**src/rtl/mod_clk_pkg.sv**
```systemverilog
// Shared definitions for the modulation-clock generator: minimum legal
// period, reset-time configuration and the run-control state encoding.
package mod_clk_pkg;

  localparam int MIN_PERIOD = 4;
  localparam int RST_PERIOD = 8;
  localparam int RST_DEAD   = 1;

  typedef enum logic [1:0] {
    IDLE,
    RUN,
    STOPPING
  } run_state_t;

endpackage

```
**src/rtl/mod_clk_chan.sv**
```systemverilog
// One channel of the modulation-clock generator. Derives the channel-local
// count from the master count and the channel phase, then decodes the
// two non-overlapping phases into registered outputs.
//   clk, rst_n  : clock, asynchronous active-low reset
//   cnt         : master cycle counter
//   period      : active period P
//   half        : P >> 1 (end of phase A window)
//   dead        : dead time D at the start of each phase
//   phase       : this channel's phase offset (< P)
//   running     : generator is counting; outputs forced low otherwise
//   mod_clk     : phase-A clock, high for D <= lc < H
//   mod_clkn    : phase-B clock, high for H+D <= lc < P
module mod_clk_chan
  import mod_clk_pkg::*;
#(
  parameter int CNT_W = 8
) (
  input  logic             clk,
  input  logic             rst_n,
  input  logic [CNT_W-1:0] cnt,
  input  logic [CNT_W-1:0] period,
  input  logic [CNT_W-1:0] half,
  input  logic [CNT_W-1:0] dead,
  input  logic [CNT_W-1:0] phase,
  input  logic             running,
  output logic             mod_clk,
  output logic             mod_clkn
);

  // One extra bit so cnt + P - phase never wraps.
  logic [CNT_W:0] lc;
  logic [CNT_W:0] b_start;

  // NOTE: every always_comb output gets a value on every path (here via the
  // if/else pair); a missing branch would infer a latch.
  always_comb begin
    if (cnt >= phase) lc = {1'b0, cnt} - {1'b0, phase};
    else              lc = {1'b0, cnt} + {1'b0, period} - {1'b0, phase};
  end

  assign b_start = {1'b0, half} + {1'b0, dead};

  // NOTE: sequential state is assigned with <= so all registers sample the
  // pre-edge values; blocking = here would create ordering-dependent races.
  always_ff @(posedge clk or negedge rst_n) begin
    if (!rst_n) begin
      mod_clk  <= 1'b0;
      mod_clkn <= 1'b0;
    end else begin
      mod_clk  <= running && (lc >= {1'b0, dead}) && (lc < {1'b0, half});
      mod_clkn <= running && (lc >= b_start) && (lc < {1'b0, period});
    end
  end

endmodule

```
**src/rtl/mod_clk_gen.sv**
```systemverilog
// Multi-channel modulation-clock generator. A master counter runs 0..P-1 in
// the USER_CLOCK domain; each channel decodes a phase-shifted pair of
// non-overlapping clocks from it. Configuration arrives over a valid/ready
// handshake, is range-checked, held as pending and applied at a period
// boundary (or immediately while idle) so outputs never glitch.
//   USER_CLOCK, USER_RESET_N : clock, asynchronous active-low reset
//   EN                       : run request
//   CFG_VALID / CFG_READY    : config handshake
//   CFG_PERIOD/DEAD/PHASE    : offered period, dead time, per-channel phase
//   MOD_CLK / MOD_CLKN       : per-channel phase A / phase B clocks
//   MOD_CLKL                 : phase-0 reference, high for cnt < P/2
//   PERIOD_TICK              : one pulse per period, aligned with cnt = 0
//   CFG_ERR                  : one-cycle pulse after a rejected config
module mod_clk_gen
  import mod_clk_pkg::*;
#(
  parameter int N_CH  = 4,
  parameter int CNT_W = 8
) (
  input  logic                  USER_CLOCK,
  input  logic                  USER_RESET_N,
  input  logic                  EN,
  input  logic                  CFG_VALID,
  output logic                  CFG_READY,
  input  logic [CNT_W-1:0]      CFG_PERIOD,
  input  logic [CNT_W-1:0]      CFG_DEAD,
  input  logic [N_CH*CNT_W-1:0] CFG_PHASE,
  output logic [N_CH-1:0]       MOD_CLK,
  output logic [N_CH-1:0]       MOD_CLKN,
  output logic                  MOD_CLKL,
  output logic                  PERIOD_TICK,
  output logic                  CFG_ERR
);

  run_state_t             state;
  logic [CNT_W-1:0]       cnt;
  logic [CNT_W-1:0]       p_q;
  logic [CNT_W-1:0]       d_q;
  logic [N_CH*CNT_W-1:0]  ph_q;
  logic                   pend_valid;
  logic [CNT_W-1:0]       pend_p;
  logic [CNT_W-1:0]       pend_d;
  logic [N_CH*CNT_W-1:0]  pend_ph;

  logic [CNT_W-1:0]       half;
  logic                   running;
  logic                   wrap;
  logic                   xfer;
  logic                   apply;
  logic                   cfg_ok;

  assign half      = p_q >> 1;
  assign running   = (state != IDLE);
  assign wrap      = running && (cnt == p_q - CNT_W'(1));
  assign CFG_READY = !pend_valid;
  assign xfer      = CFG_VALID && CFG_READY;
  // Idle: take pending at once. Counting: only at the period boundary.
  assign apply     = pend_valid && ((state == IDLE) || wrap);

  // D <= H-1 is written as D < H so it cannot underflow for tiny periods.
  always_comb begin
    cfg_ok = (CFG_PERIOD >= CNT_W'(MIN_PERIOD)) && (CFG_DEAD < (CFG_PERIOD >> 1));
    for (int i = 0; i < N_CH; i++) begin
      if (CFG_PHASE[i*CNT_W +: CNT_W] >= CFG_PERIOD) cfg_ok = 1'b0;
    end
  end

  // NOTE: the config registers are reset too, not only the control state:
  // they drive the outputs directly, so they must hold known defaults.
  always_ff @(posedge USER_CLOCK or negedge USER_RESET_N) begin
    if (!USER_RESET_N) begin
      state       <= IDLE;
      cnt         <= '0;
      p_q         <= CNT_W'(RST_PERIOD);
      d_q         <= CNT_W'(RST_DEAD);
      ph_q        <= '0;
      pend_valid  <= 1'b0;
      pend_p      <= '0;
      pend_d      <= '0;
      pend_ph     <= '0;
      CFG_ERR     <= 1'b0;
      MOD_CLKL    <= 1'b0;
      PERIOD_TICK <= 1'b0;
    end else begin
      case (state)
        IDLE:     if (EN) state <= RUN;
        RUN:      if (!EN) state <= STOPPING;
        STOPPING: begin
          if (EN)        state <= RUN;
          else if (wrap) state <= IDLE;
        end
        default:  state <= IDLE;
      endcase

      if (!running || wrap) cnt <= '0;
      else                  cnt <= cnt + CNT_W'(1);

      // apply needs pend_valid and xfer needs !pend_valid: never both.
      if (apply) begin
        p_q        <= pend_p;
        d_q        <= pend_d;
        ph_q       <= pend_ph;
        pend_valid <= 1'b0;
      end else if (xfer && cfg_ok) begin
        pend_p     <= CFG_PERIOD;
        pend_d     <= CFG_DEAD;
        pend_ph    <= CFG_PHASE;
        pend_valid <= 1'b1;
      end

      CFG_ERR     <= xfer && !cfg_ok;
      MOD_CLKL    <= running && (cnt < half);
      PERIOD_TICK <= running && (cnt == '0);
    end
  end

  for (genvar i = 0; i < N_CH; i++) begin : g_chan
    mod_clk_chan #(
      .CNT_W (CNT_W)
    ) u_chan (
      .clk      (USER_CLOCK),
      .rst_n    (USER_RESET_N),
      .cnt      (cnt),
      .period   (p_q),
      .half     (half),
      .dead     (d_q),
      .phase    (ph_q[i*CNT_W +: CNT_W]),
      .running  (running),
      .mod_clk  (MOD_CLK[i]),
      .mod_clkn (MOD_CLKN[i])
    );
  end

endmodule

```
**config.mk**
```make
export PLATFORM = sky130hd
export DESIGN_NAME = mod_clk_gen
export DESIGN_NICKNAME = d
export VERILOG_FILES = /design/src/rtl/mod_clk_pkg.sv /design/src/rtl/mod_clk_chan.sv /design/src/rtl/mod_clk_gen.sv
export SDC_FILE = /design/constraint.sdc
export NUM_CORES = 1
export LEC_CHECK = 0
export BUFFER_PORTS_ARGS = -buffer_cell sky130_fd_sc_hd__buf_4
export CORE_MARGIN = 10
export CORE_UTILIZATION = 55
export DETAILED_ROUTE_END_ITERATION = 8
export PLACE_DENSITY_LB_ADDON = 0.25
export SKIP_CTS_REPAIR_TIMING = 1
export SYNTH_ARGS = -nofsm -noshare
export SYNTH_HDL_FRONTEND = slang
export SYNTH_HIERARCHICAL = 1
export SYNTH_SLANG_ARGS = --single-unit
export TNS_END_PERCENT = 1
```
**constraint.sdc**
```tcl
create_clock -name USER_CLOCK -period 4.25 [get_ports USER_CLOCK]
set_clock_uncertainty 0.1 [all_clocks]
set_input_delay 0.85 -clock USER_CLOCK [delete_from_list [all_inputs] [get_ports USER_CLOCK]]
set_output_delay 0.85 -clock USER_CLOCK [all_outputs]
set_load 0.01 [all_outputs]
```
==> results.md, run 1 <==
* End of the critical path: g_chan[3].u_chan/mod_clkn
* HP Class: primary input to asynchronous set/reset pin
* Via density at 5.91
* Clk sinks at 118
* Cell Chain, Critical Path: buf_4, inv_1, fa_1, inv_1, ha_1, a21o_1, a21oi_2, o21bai_1, a21oi_2, o21bai_1, a21oi_2, xor2_1, mux2i_2, ha_2, o21a_1, nor2_1, a311oi_1, o311ai_1, nor3b_1
* Crit path launch: cnt[1]
* Final setup vio count at 0
* Worst slew pin tran at 0.712 ns
* Die W at 179 um
* Root Buffer: clkbuf_16
* Reg-to-Reg Start: cnt[1]
* Cell mode on critical path: a21oi_2
* Starting density of the core at 55.7%
* Buffers on Ports at between 60 and 70
* Layout cells sized above 1 at ~21%
* GRT Overall Usage at about a quarter
* Vias in the first global route at approximately 12000
* GRT Residual Overflow at 0
* # nets final at 1993
* Req. time, crit path at about 4.5 ns
* Via count at 11900
* Global-route wire length before repair at between 60 and 70 mm
* Clk pin slew, worst setup/hold paths at 0.07 ns
* Outcome: completed
* Slowest CP cell: fa_1
* CTS tree: done
* Area contributors post-synth: dfrtp_1, ha_1, inv_1
* Final period util at 96.9%
* CTS buffer count at 17
* Fin. Hold Viols at 0
* Die Height at approximately 180 um
* Wire per inst at 20.3 um
* I/O pins at 64
* Die footprint at 32200 um^2
* Post-DRT Antenna Nets at 0
* Combined area of the multi-input logic cells at 10100 um^2
* Crit Path Class: flip-flop to flip-flop
* Gpl congestion at around 0.9
* Asr flop ratio synth at 100%
* Placed cells at just under 2000
* Cell Count, Final, Fillers Out at 2017
* Reg2reg setup slack at 0.13 ns
* WP data arrival at approximately 4.4 ns
* Slowest stage delay, CP at between 0.5 and 0.6 ns
* Fill cell count at 2135
* Crit Path Max Fanout at 4
* Row count at 58
* DRC viols at 0
* Area grow syn2layout at 15.0%
* Post-synthesis instance total at 1525
* Commonest non-fill, non-tap cell in the layout: inv_1
* Minimum clock period at 4.12 ns
* Initial antenna violation count at 1
* CTS Buffer Depth at 2
* Ys Warns at 6
* Dpl hpwl at 32.4 mm
* Clk Latency, worst-skew pair at 0.43 ns
* Mapped cell area at 14000 um^2
* Pre-antenna DRT Iters at 6
* Sequential area share after synthesis at 21.1%
* Reg2Reg Depth at 19
* Post-synth EDFFs at 0
* Most frequent cells in the layout: inv_1, ha_1, buf_4
* Largest net degree at the start of global routing at 63
* Synth cell types at 98
* Crit end category: flip-flop
* RSZ-0062 raised after global routing: true
* Core box area at 25100 um^2
* Synth Flop Type: dfrtp_1
* Max-cap violation count at 0
* RR Endpoint: g_chan[3].u_chan/mod_clkn
* Initial DRC Count at 758
* Startpoint types: flip-flop
* Syn avg cell area at 9.17 um^2
* Slew margin rel. at a little over half
* Synth Register Bits at between 100 and 150
* Register Area at 2960 um^2
* F_max at 243 MHz
* CTS HTree Levels at 4
* Antenna diodes at 0
* Top-area cell type share of the netlist area at 20.7%
* Total wire length at 41.0 mm
* Cell taking the most area after synthesis: dfrtp_1
* Final slew viol count at 0
[worst min path at each step]
| stage | from | end | slack [ns] |
|---|---|---|---|
| after global routing | USER_RESET_N | g_chan[3].u_chan/mod_clk | 0.33 |
| after floorplan | state[1] | state[0] | 0.36 |
| after detailed placement | pend_d[7] | pend_d[7] | 0.38 |
| after CTS | USER_RESET_N | g_chan[3].u_chan/mod_clk | 0.32 |
| final | USER_RESET_N | g_chan[3].u_chan/mod_clk | 0.31 |
| after global placement | pend_d[7] | pend_d[7] | 0.38 |
[sequential cells by signal, summed over array words and instances, names as in the netlist, 2 cells and up]
| register | flops |
|---|---|
| cnt | 8 |
| d_q | 8 |
| g_chan.u_chan/mod_clk | 4 |
| g_chan.u_chan/mod_clkn | 4 |
| p_q | 8 |
| pend_d | 8 |
| pend_p | 8 |
| pend_ph | 32 |
| ph_q | 32 |
| state | 2 |
[cell usage after synthesis, types with 22 or more instances]
cell      instances
inv_1           268
ha_1            227
dfrtp_1         116
a21oi_1         102
mux2_2           81
nor2_1           66
o21ai_0          48
nand2_1          46
xnor2_1          44
a21o_1           43
xor2_1           43
fa_1             40
nand3_1          28
o21bai_1         22
[area by class of cell]
cell class	count	share of cell area, %
Multi-Input combinational cell	1129	62.6
Inverter	268	6.25
Sequential cell	118	18.4
Tap cell	330	2.57
Timing Repair Buffer	140	6.82
Clock buffer	17	2.65
Clock inverter	15	0.731
[per-stage QoR]
| stage | TNS (ns) | utilization [%] | worst slack, ns | cell area [um^2] | hold WS, ns |
|---|---|---|---|---|---|
| detailed placement | -0.0659 | 61.1 | -0.0659 | 15300 | 0.382 |
| global route | -0.206 | 64.1 | -0.0790 | 16100 | 0.328 |
| finish | 0 | 64.1 | 0.132 | 16100 | 0.305 |
| global placement | 0 | 61.1 | 0.0577 | 15300 | 0.380 |
| CTS | -0.0605 | 63.2 | -0.0605 | 15900 | 0.318 |
| floorplan | -0.0706 | - | -0.0706 | 14000 | 0.360 |
[worst max-delay path: cells and delay by family, from the launching register on]
| family | cells | cell delay (ns) |
|---|---|---|
| AOI/OAI and AO/OA | 9 | 1.44 |
| xor gates and xnor gates | 1 | 0.21 |
| adders and majority gates | 3 | 1.20 |
| buffers and inverters | 3 | 0.28 |
| DFF | 1 | 0.43 |
| muxes | 1 | 0.13 |
| and+or+nand+nor | 2 | 0.24 |
[per-layer routing]
| metal | wire (um) | share of wire (%) | vias up | global-route usage [%] |
|---|---|---|---|---|
| met5 | 0 | 0 | - | 0 |
| met4 | 1450 | 3.5 | 0 | 10.0 |
| li1 | - | - | 5678 | - |
| met2 | 19400 | 47 | 348 | 41.8 |
| met3 | 2280 | 5.6 | 80 | 3.86 |
| met1 | 17800 | 44 | 5811 | 30.9 |
[cells by family (layout without fill, tap and decap cells)]
| kind of cell | after synthesis | in the layout | share of synthesized area, % |
|---|---|---|---|
| buffers and inverters | 285 | 440 | 7.85 |
| DFF | 118 | 118 | 21.1 |
| muxes | 114 | 114 | 9.60 |
| xor gates and xnor gates | 87 | 87 | 5.45 |
| adders and majority gates | 283 | 283 | 27.2 |
| AOI/OAI and AO/OA | 375 | 375 | 18.7 |
| and+or+nand+nor | 262 | 262 | 10.1 |
| other | 1 | 8 | 0.0268 |
Power of run 1 is left out: the tool's default activity adds up to more than one toggle a clock period on the data nets, which glitch-free logic cannot reach.
==> inputs of run 2 (changes only) <==
Settings changed: SETUP_SLACK_MARGIN set to 0.5.
==> run 2 against run 1 <==
Core utilization is 0.82 points higher. Worst setup slack gained 0.049 ns. Non-clock buffer count is 1 higher. Hold slack gained 0.079 ns. Count of clock-buffer cells in the layout is the same. Critical path depth down 2. Die area unchanged. Sequential cell count unchanged. Critical path type unchanged.
==> results.md, run 2 (synthesized netlist as in run 1, its figures left out) <==
* Setup_tns at 0 ns (unchanged)
* Reg2Reg Depth at 17 (-2)
* Slew margin rel. at 42.6% (-9.9 points)
* GR Layer Usage met3 at 3.67% (-0.18 points)
* Layout cells sized above 1 at 23.1% (+2.5 points)
* Crit Path Max Fanout at 6 (+2)
* Vias in the first global route at 12000 (+0.23%)
* Row count at 58 (unchanged)
* Global Route met1 Usage at 31.7% (+0.82 points)
* Root Buffer: clkbuf_16
* Area grow syn2layout at 16.4%
* Max-cap violation count at 0 (unchanged)
* Initial DRC Count at 752 (-0.79%)
* Final slew viol count at 0 (unchanged)
* Clk Latency, worst-skew pair at 0.42 ns (about the same)
* Buffers on Ports at 63 (unchanged)
* Die Height at 179 um (unchanged)
* GRT Residual Overflow at 0 (unchanged)
* Hold Crit Start: state[1]
* Startpoint types: flip-flop
* RSZ-0062 raised after global routing: true
* Min-Delay Endpoint: state[0]
* Fill cell count at 2125 (-0.47%)
* GRT Overall Usage at 24.6% (-0.11 points)
* Wire per inst at 20.4 um (+0.47%)
* Commonest non-fill, non-tap cell in the layout: inv_1
* Minimum clock period at 4.07 ns (-0.0491 ns)
* Reg2reg setup slack at 0.18 ns (+0.05 ns)
* DRC viols at 0 (unchanged)
* Most Used Layer, Global Route: met2
* Crit path launch: cnt[1]
* Post-DRT Antenna Nets at 0 (unchanged)
* Most frequent cells in the layout: inv_1, ha_1, buf_4
* Global-route wire length before repair at 64.3 mm (-0.15%)
* Hold Path Depth at 1
* Die footprint at 32200 um^2 (unchanged)
* Crit end category: flip-flop
* Clk pin slew, worst setup/hold paths at 0.07 ns (about the same)
* Worst slew pin tran at 0.860 ns (+0.148 ns)
* Final WS setup at 0.181 ns (+0.0491 ns)
* Final setup vio count at 0 (unchanged)
* Register Area at 2980 um^2 (+0.59%)
* Die W at 179 um (unchanged)
* Via count at 11900 (-0.32%)
* Clk sinks at 118 (unchanged)
* Dpl hpwl at 32.0 mm (-1.4%)
* RR Endpoint: g_chan[0].u_chan/mod_clkn
* Starting density of the core at 55.7% (unchanged)
* Outcome: completed
* Req. time, crit path at 4.50 ns (about the same)
* Core box area at 25100 um^2 (unchanged)
* Via density at 5.89 (-0.37%)
* Worst slack at placement at 0.0730 ns (+0.139 ns)
* Combined area of the multi-input logic cells at 10200 um^2 (+1.7%)
* CTS tree: done
* Total wire length at 41.2 mm (+0.52%)
* Antenna diodes at 0 (unchanged)
* # nets final at 1994 (+0.050%)
* WP data arrival at 4.32 ns (-0.03 ns)
* Biggest regs: pend_ph x32, ph_q x32
* CTS HTree Levels at 4 (unchanged)
* F_max at 246 MHz (+1.2%)
* Fin. Hold Viols at 0 (unchanged)
* HP Class: flip-flop to flip-flop
* CTS Buffer Depth at 2 (unchanged)
* Reg-to-Reg Start: cnt[1]
* Largest net degree at the start of global routing at 64 (+1.6%)
* Initial antenna violation count at 0 (-1)
* I/O pins at 64 (unchanged)
* Pre-antenna DRT Iters at 5 (-1)
* CTS buffer count at 17 (unchanged)
* Met2 Use GR at 40.9% (-0.91 points)
* Final period util at 95.7% (-1.2 points)
* Crit Path Class: flip-flop to flip-flop
* Gpl congestion at 0.932 (+1.3%)
-- run 2: cell count changes in the layout (fill, tap and decap cells not counted), sizes merged --
cell	previous run	this run
clkbuf	17	18
clkinv	5	6
clkinvlp	2	3
inv	276	274
-- run 2: metrics by stage --
stage | utilization [%] | hold slack, ns | cell area [um^2] | instances
floorplan | - | 0.360 | 14200 | 1532
global placement | 61.7 | 0.377 | 15500 | 1970
detailed placement | 61.7 | 0.386 | 15500 | 1970
CTS | 63.9 | 0.385 | 16000 | 2002
global route | 64.9 | 0.418 | 16300 | 2018
finish | 64.9 | 0.384 | 16300 | 2018
-- run 2: critical path: stages, from the launching register on --
cell and delay, ns:
dfrtp_2 0.44, buf_4 0.14, inv_2 0.03, fa_1 0.52
inv_1 0.07, fa_1 0.49, a21o_1 0.20, a21oi_1 0.21
xnor2_1 0.08, nor2_1 0.12, a21oi_2 0.05, buf_4 0.15
ha_1 0.29, inv_1 0.04, o41ai_1 0.53, a211oi_1 0.10
o221ai_1 0.24, o211a_1 0.19
-- run 2: worst max-delay path by stage --
stage / endpoint / slack (ns) / cells past startpoint
after floorplan: g_chan[1].u_chan/mod_clkn / 0.43 / 15
after global placement: g_chan[3].u_chan/mod_clkn / 0.17 / 17
after detailed placement: g_chan[3].u_chan/mod_clkn / 0.07 / 17
after CTS: g_chan[3].u_chan/mod_clkn / 0.04 / 17
after global routing: g_chan[0].u_chan/mod_clk / 0.08 / 20
final: g_chan[0].u_chan/mod_clkn / 0.18 / 17
-- run 2: cell type report --
cell class              instances  share of cell area, %
clock buffers                  17                   2.61
clock inverters                15                  0.745
inverters                     268                   6.19
multi-input cells            1129                   62.8
flip-flops and latches        118                   18.3
well taps                     330                   2.53
repair buffers                141                   6.81
-- run 2: metal layers --
| metal | up-vias | wire, um |
|---|---|---|
| met5 | - | 0 |
| met4 | 0 | 1380 |
| met3 | 80 | 2380 |
| met2 | 363 | 19100 |
| met1 | 5741 | 18300 |
| li1 | 5695 | - |
Power of run 2 is left out for the same reason.
==> inputs of run 3 (changes only) <==
Settings changed: CORE_ASPECT_RATIO set to 0.7, CORE_UTILIZATION 55 to 58, CTS_CLUSTER_DIAMETER set to 60.
==> run 3 against run 2 <==
Register-to-register slack lost 0.096 ns. Core utilization up 4.1 points. Global-route usage is 2.0 points higher. First-iteration DRC count increased by 36%. Sequential share of layout area about the same. Design area rose by 0.29%. Hold slack improved by 0.018 ns. Count of clock-buffer cells in the layout did not move. Via count rose by 1.6%. Non-clock buffer count down 10. Routed wire length grew 1.1%. Sequential cell count is the same. Critical path type unchanged. Largest cell class unchanged.
==> results.md, run 3 (synthesized netlist as in run 1, its figures left out) <==
* Largest net degree at the start of global routing at 65 (+1.6%)
* I/O pins at 64 (unchanged)
* Hold WS at 0.402 ns (+0.0176 ns)
* Via density at 6.05 (+2.7%)
* Gpl congestion at 0.959 (+3.0%)
* CTS Buffer Depth at 2 (unchanged)
* Vias in the first global route at 11700 (-2.3%)
* Clk sinks at 118 (unchanged)
* Final period util at 98.0% (+2.3 points)
* Startpoint types: flip-flop
* Commonest non-fill, non-tap cell in the layout: inv_1
* GRT Residual Overflow at 0 (unchanged)
* Slew margin rel. at 37.2% (-5.4 points)
* Die W at 206 um (+15%)
* WP data arrival at 4.40 ns (+0.08 ns)
* GR Layer Usage met3 at 7.88% (+4.2 points)
* Dpl hpwl at 31.6 mm (-0.98%)
* Reg2reg setup slack at 0.09 ns (-0.10 ns)
* Worst slew pin tran at 0.942 ns (+0.0814 ns)
* Crit path launch: p_q[3]
* # nets final at 1984 (-0.50%)
* GRT Overall Usage at 26.6% (+2.0 points)
* Starting density of the core at 59.0% (+3.3 points)
* Req. time, crit path at 4.49 ns (about the same)
* CTS buffer count at 17 (unchanged)
* Crit end category: flip-flop
* CTS tree: done
* Reg2Reg Depth at 19 (+2)
* Total wire length at 41.6 mm (+1.1%)
* Crit Path Max Fanout at 5 (-1)
* Clk Latency, worst-skew pair at 0.44 ns (+0.02 ns)
* Fin. Hold Viols at 0 (unchanged)
* Initial antenna violation count at 0 (unchanged)
* Worst slack at placement at 0.147 ns (+0.0742 ns)
* Slowest stage delay, CP at 0.69 ns (+0.16 ns)
* Cell Chain, Critical Path: buf_12, inv_4, fa_1, inv_2, ha_4, a21boi_2, o21ai_1, nand2b_1, a21o_1, a21oi_2, xor2_1, mux2i_1, ha_1, and3_4, o21ai_4, a311o_1, o311ai_2, a211oi_2, nor4_2
* Global-route wire length before repair at 63.9 mm (-0.67%)
* Max-cap violation count at 0 (unchanged)
* Global Route met1 Usage at 35.0% (+3.3 points)
* Layout cells sized above 1 at 22.7% (-0.40 points)
* Root Buffer: clkbuf_16
* Post-DRT Antenna Nets at 0 (unchanged)
* Pre-antenna DRT Iters at 7 (+2)
* Setup_tns at 0 ns (unchanged)
* CTS HTree Levels at 4 (unchanged)
* HP Class: flip-flop to flip-flop
* RSZ-0062 raised after global routing: true
* Reg-to-Reg Start: p_q[3]
* Wire per inst at 20.9 um (+2.2%)
* Min-Delay Endpoint: ph_q[4]
* Clk pin slew, worst setup/hold paths at 0.06 ns (about the same)
* Outcome: completed
* Core box area at 23700 um^2 (-5.6%)
* Initial DRC Count at 1022 (+36%)
* Final setup vio count at 0 (unchanged)
* Via count at 12100 (+1.6%)
* Hold Crit Start: pend_ph[4]
* DRC viols at 0 (unchanged)
* Row count at 47 (-19%)
* Buffers on Ports at 63 (unchanged)
* Crit Path Class: flip-flop to flip-flop
* Most frequent cells in the layout: inv_1, ha_1, buf_4
* Final WS setup at 0.0851 ns (-0.0961 ns)
* Final slew viol count at 0 (unchanged)
* Area grow syn2layout at 16.8%
* Met2 Use GR at 40.8% (-0.069 points)
* Antenna diodes at 0 (unchanged)
* RR Endpoint: g_chan[0].u_chan/mod_clk
* F_max at 240 MHz (-2.3%)
* Hold Path Depth at 1 (unchanged)
* Die footprint at 30800 um^2 (-4.3%)
* Minimum clock period at 4.16 ns (+0.0961 ns)
* Biggest regs: pend_ph x32, ph_q x32
* Fill cell count at 1822 (-14%)
* Slowest CP cell: dfstp_4
* Die Height at 150 um (-16%)
* Most Used Layer, Global Route: met2
-- run 3: cell type report --
class / instances / area, um^2 / area share [%]
Clock buffer: 17 / 425 / 2.60
Tap cell: 318 / 398 / 2.44
Clock inverter: 15 / 203 / 1.24
Inverter: 268 / 1010 / 6.17
Sequential cell: 118 / 2980 / 18.2
Timing Repair Buffer: 131 / 1060 / 6.46
Multi-Input combinational cell: 1129 / 10300 / 62.8
-- run 3: how the worst max path moves through the flow --
stage | endpoint | slack (ns) | cells after the start
final | g_chan[0].u_chan/mod_clk | 0.09 | 19
after CTS | g_chan[2].u_chan/mod_clkn | 0.13 | 17
after global placement | g_chan[1].u_chan/mod_clkn | 0.25 | 11
after detailed placement | g_chan[2].u_chan/mod_clkn | 0.15 | 17
after global routing | g_chan[0].u_chan/mod_clk | -0.07 | 19
after floorplan | g_chan[1].u_chan/mod_clkn | 0.43 | 15
-- run 3: layer usage --
metal / share of wire [%] / wire, um / vias to the layer above
li1: - / - / 5650
met1: 44 / 18500 / 5832
met2: 44 / 18200 / 502
met3: 8.8 / 3670 / 83
met4: 3.1 / 1300 / 0
met5: 0 / 0 / -
-- run 3: critical path, delay by kind of cell, from the launching register on --
kind,cells,cell delay (ns)
xor gates and xnor gates,1,0.15
DFF,1,0.69
adders and majority gates,3,1.07
buffers and inverters,3,0.21
and+or+nand+nor,3,0.53
muxes,1,0.15
AOI/OAI and AO/OA,8,1.17
-- run 3: through the flow --
stage | utilization (%) | std cells | instance area, um^2
after CTS | 67.7 | 1982 | 16100
after detailed placement | 65.1 | 1950 | 15400
after global placement | 65.1 | 1950 | 15400
after global routing | 68.9 | 1996 | 16300
after floorplan | - | 1532 | 14200
final | 68.9 | 1996 | 16300
Power of run 3 is left out for the same reason.
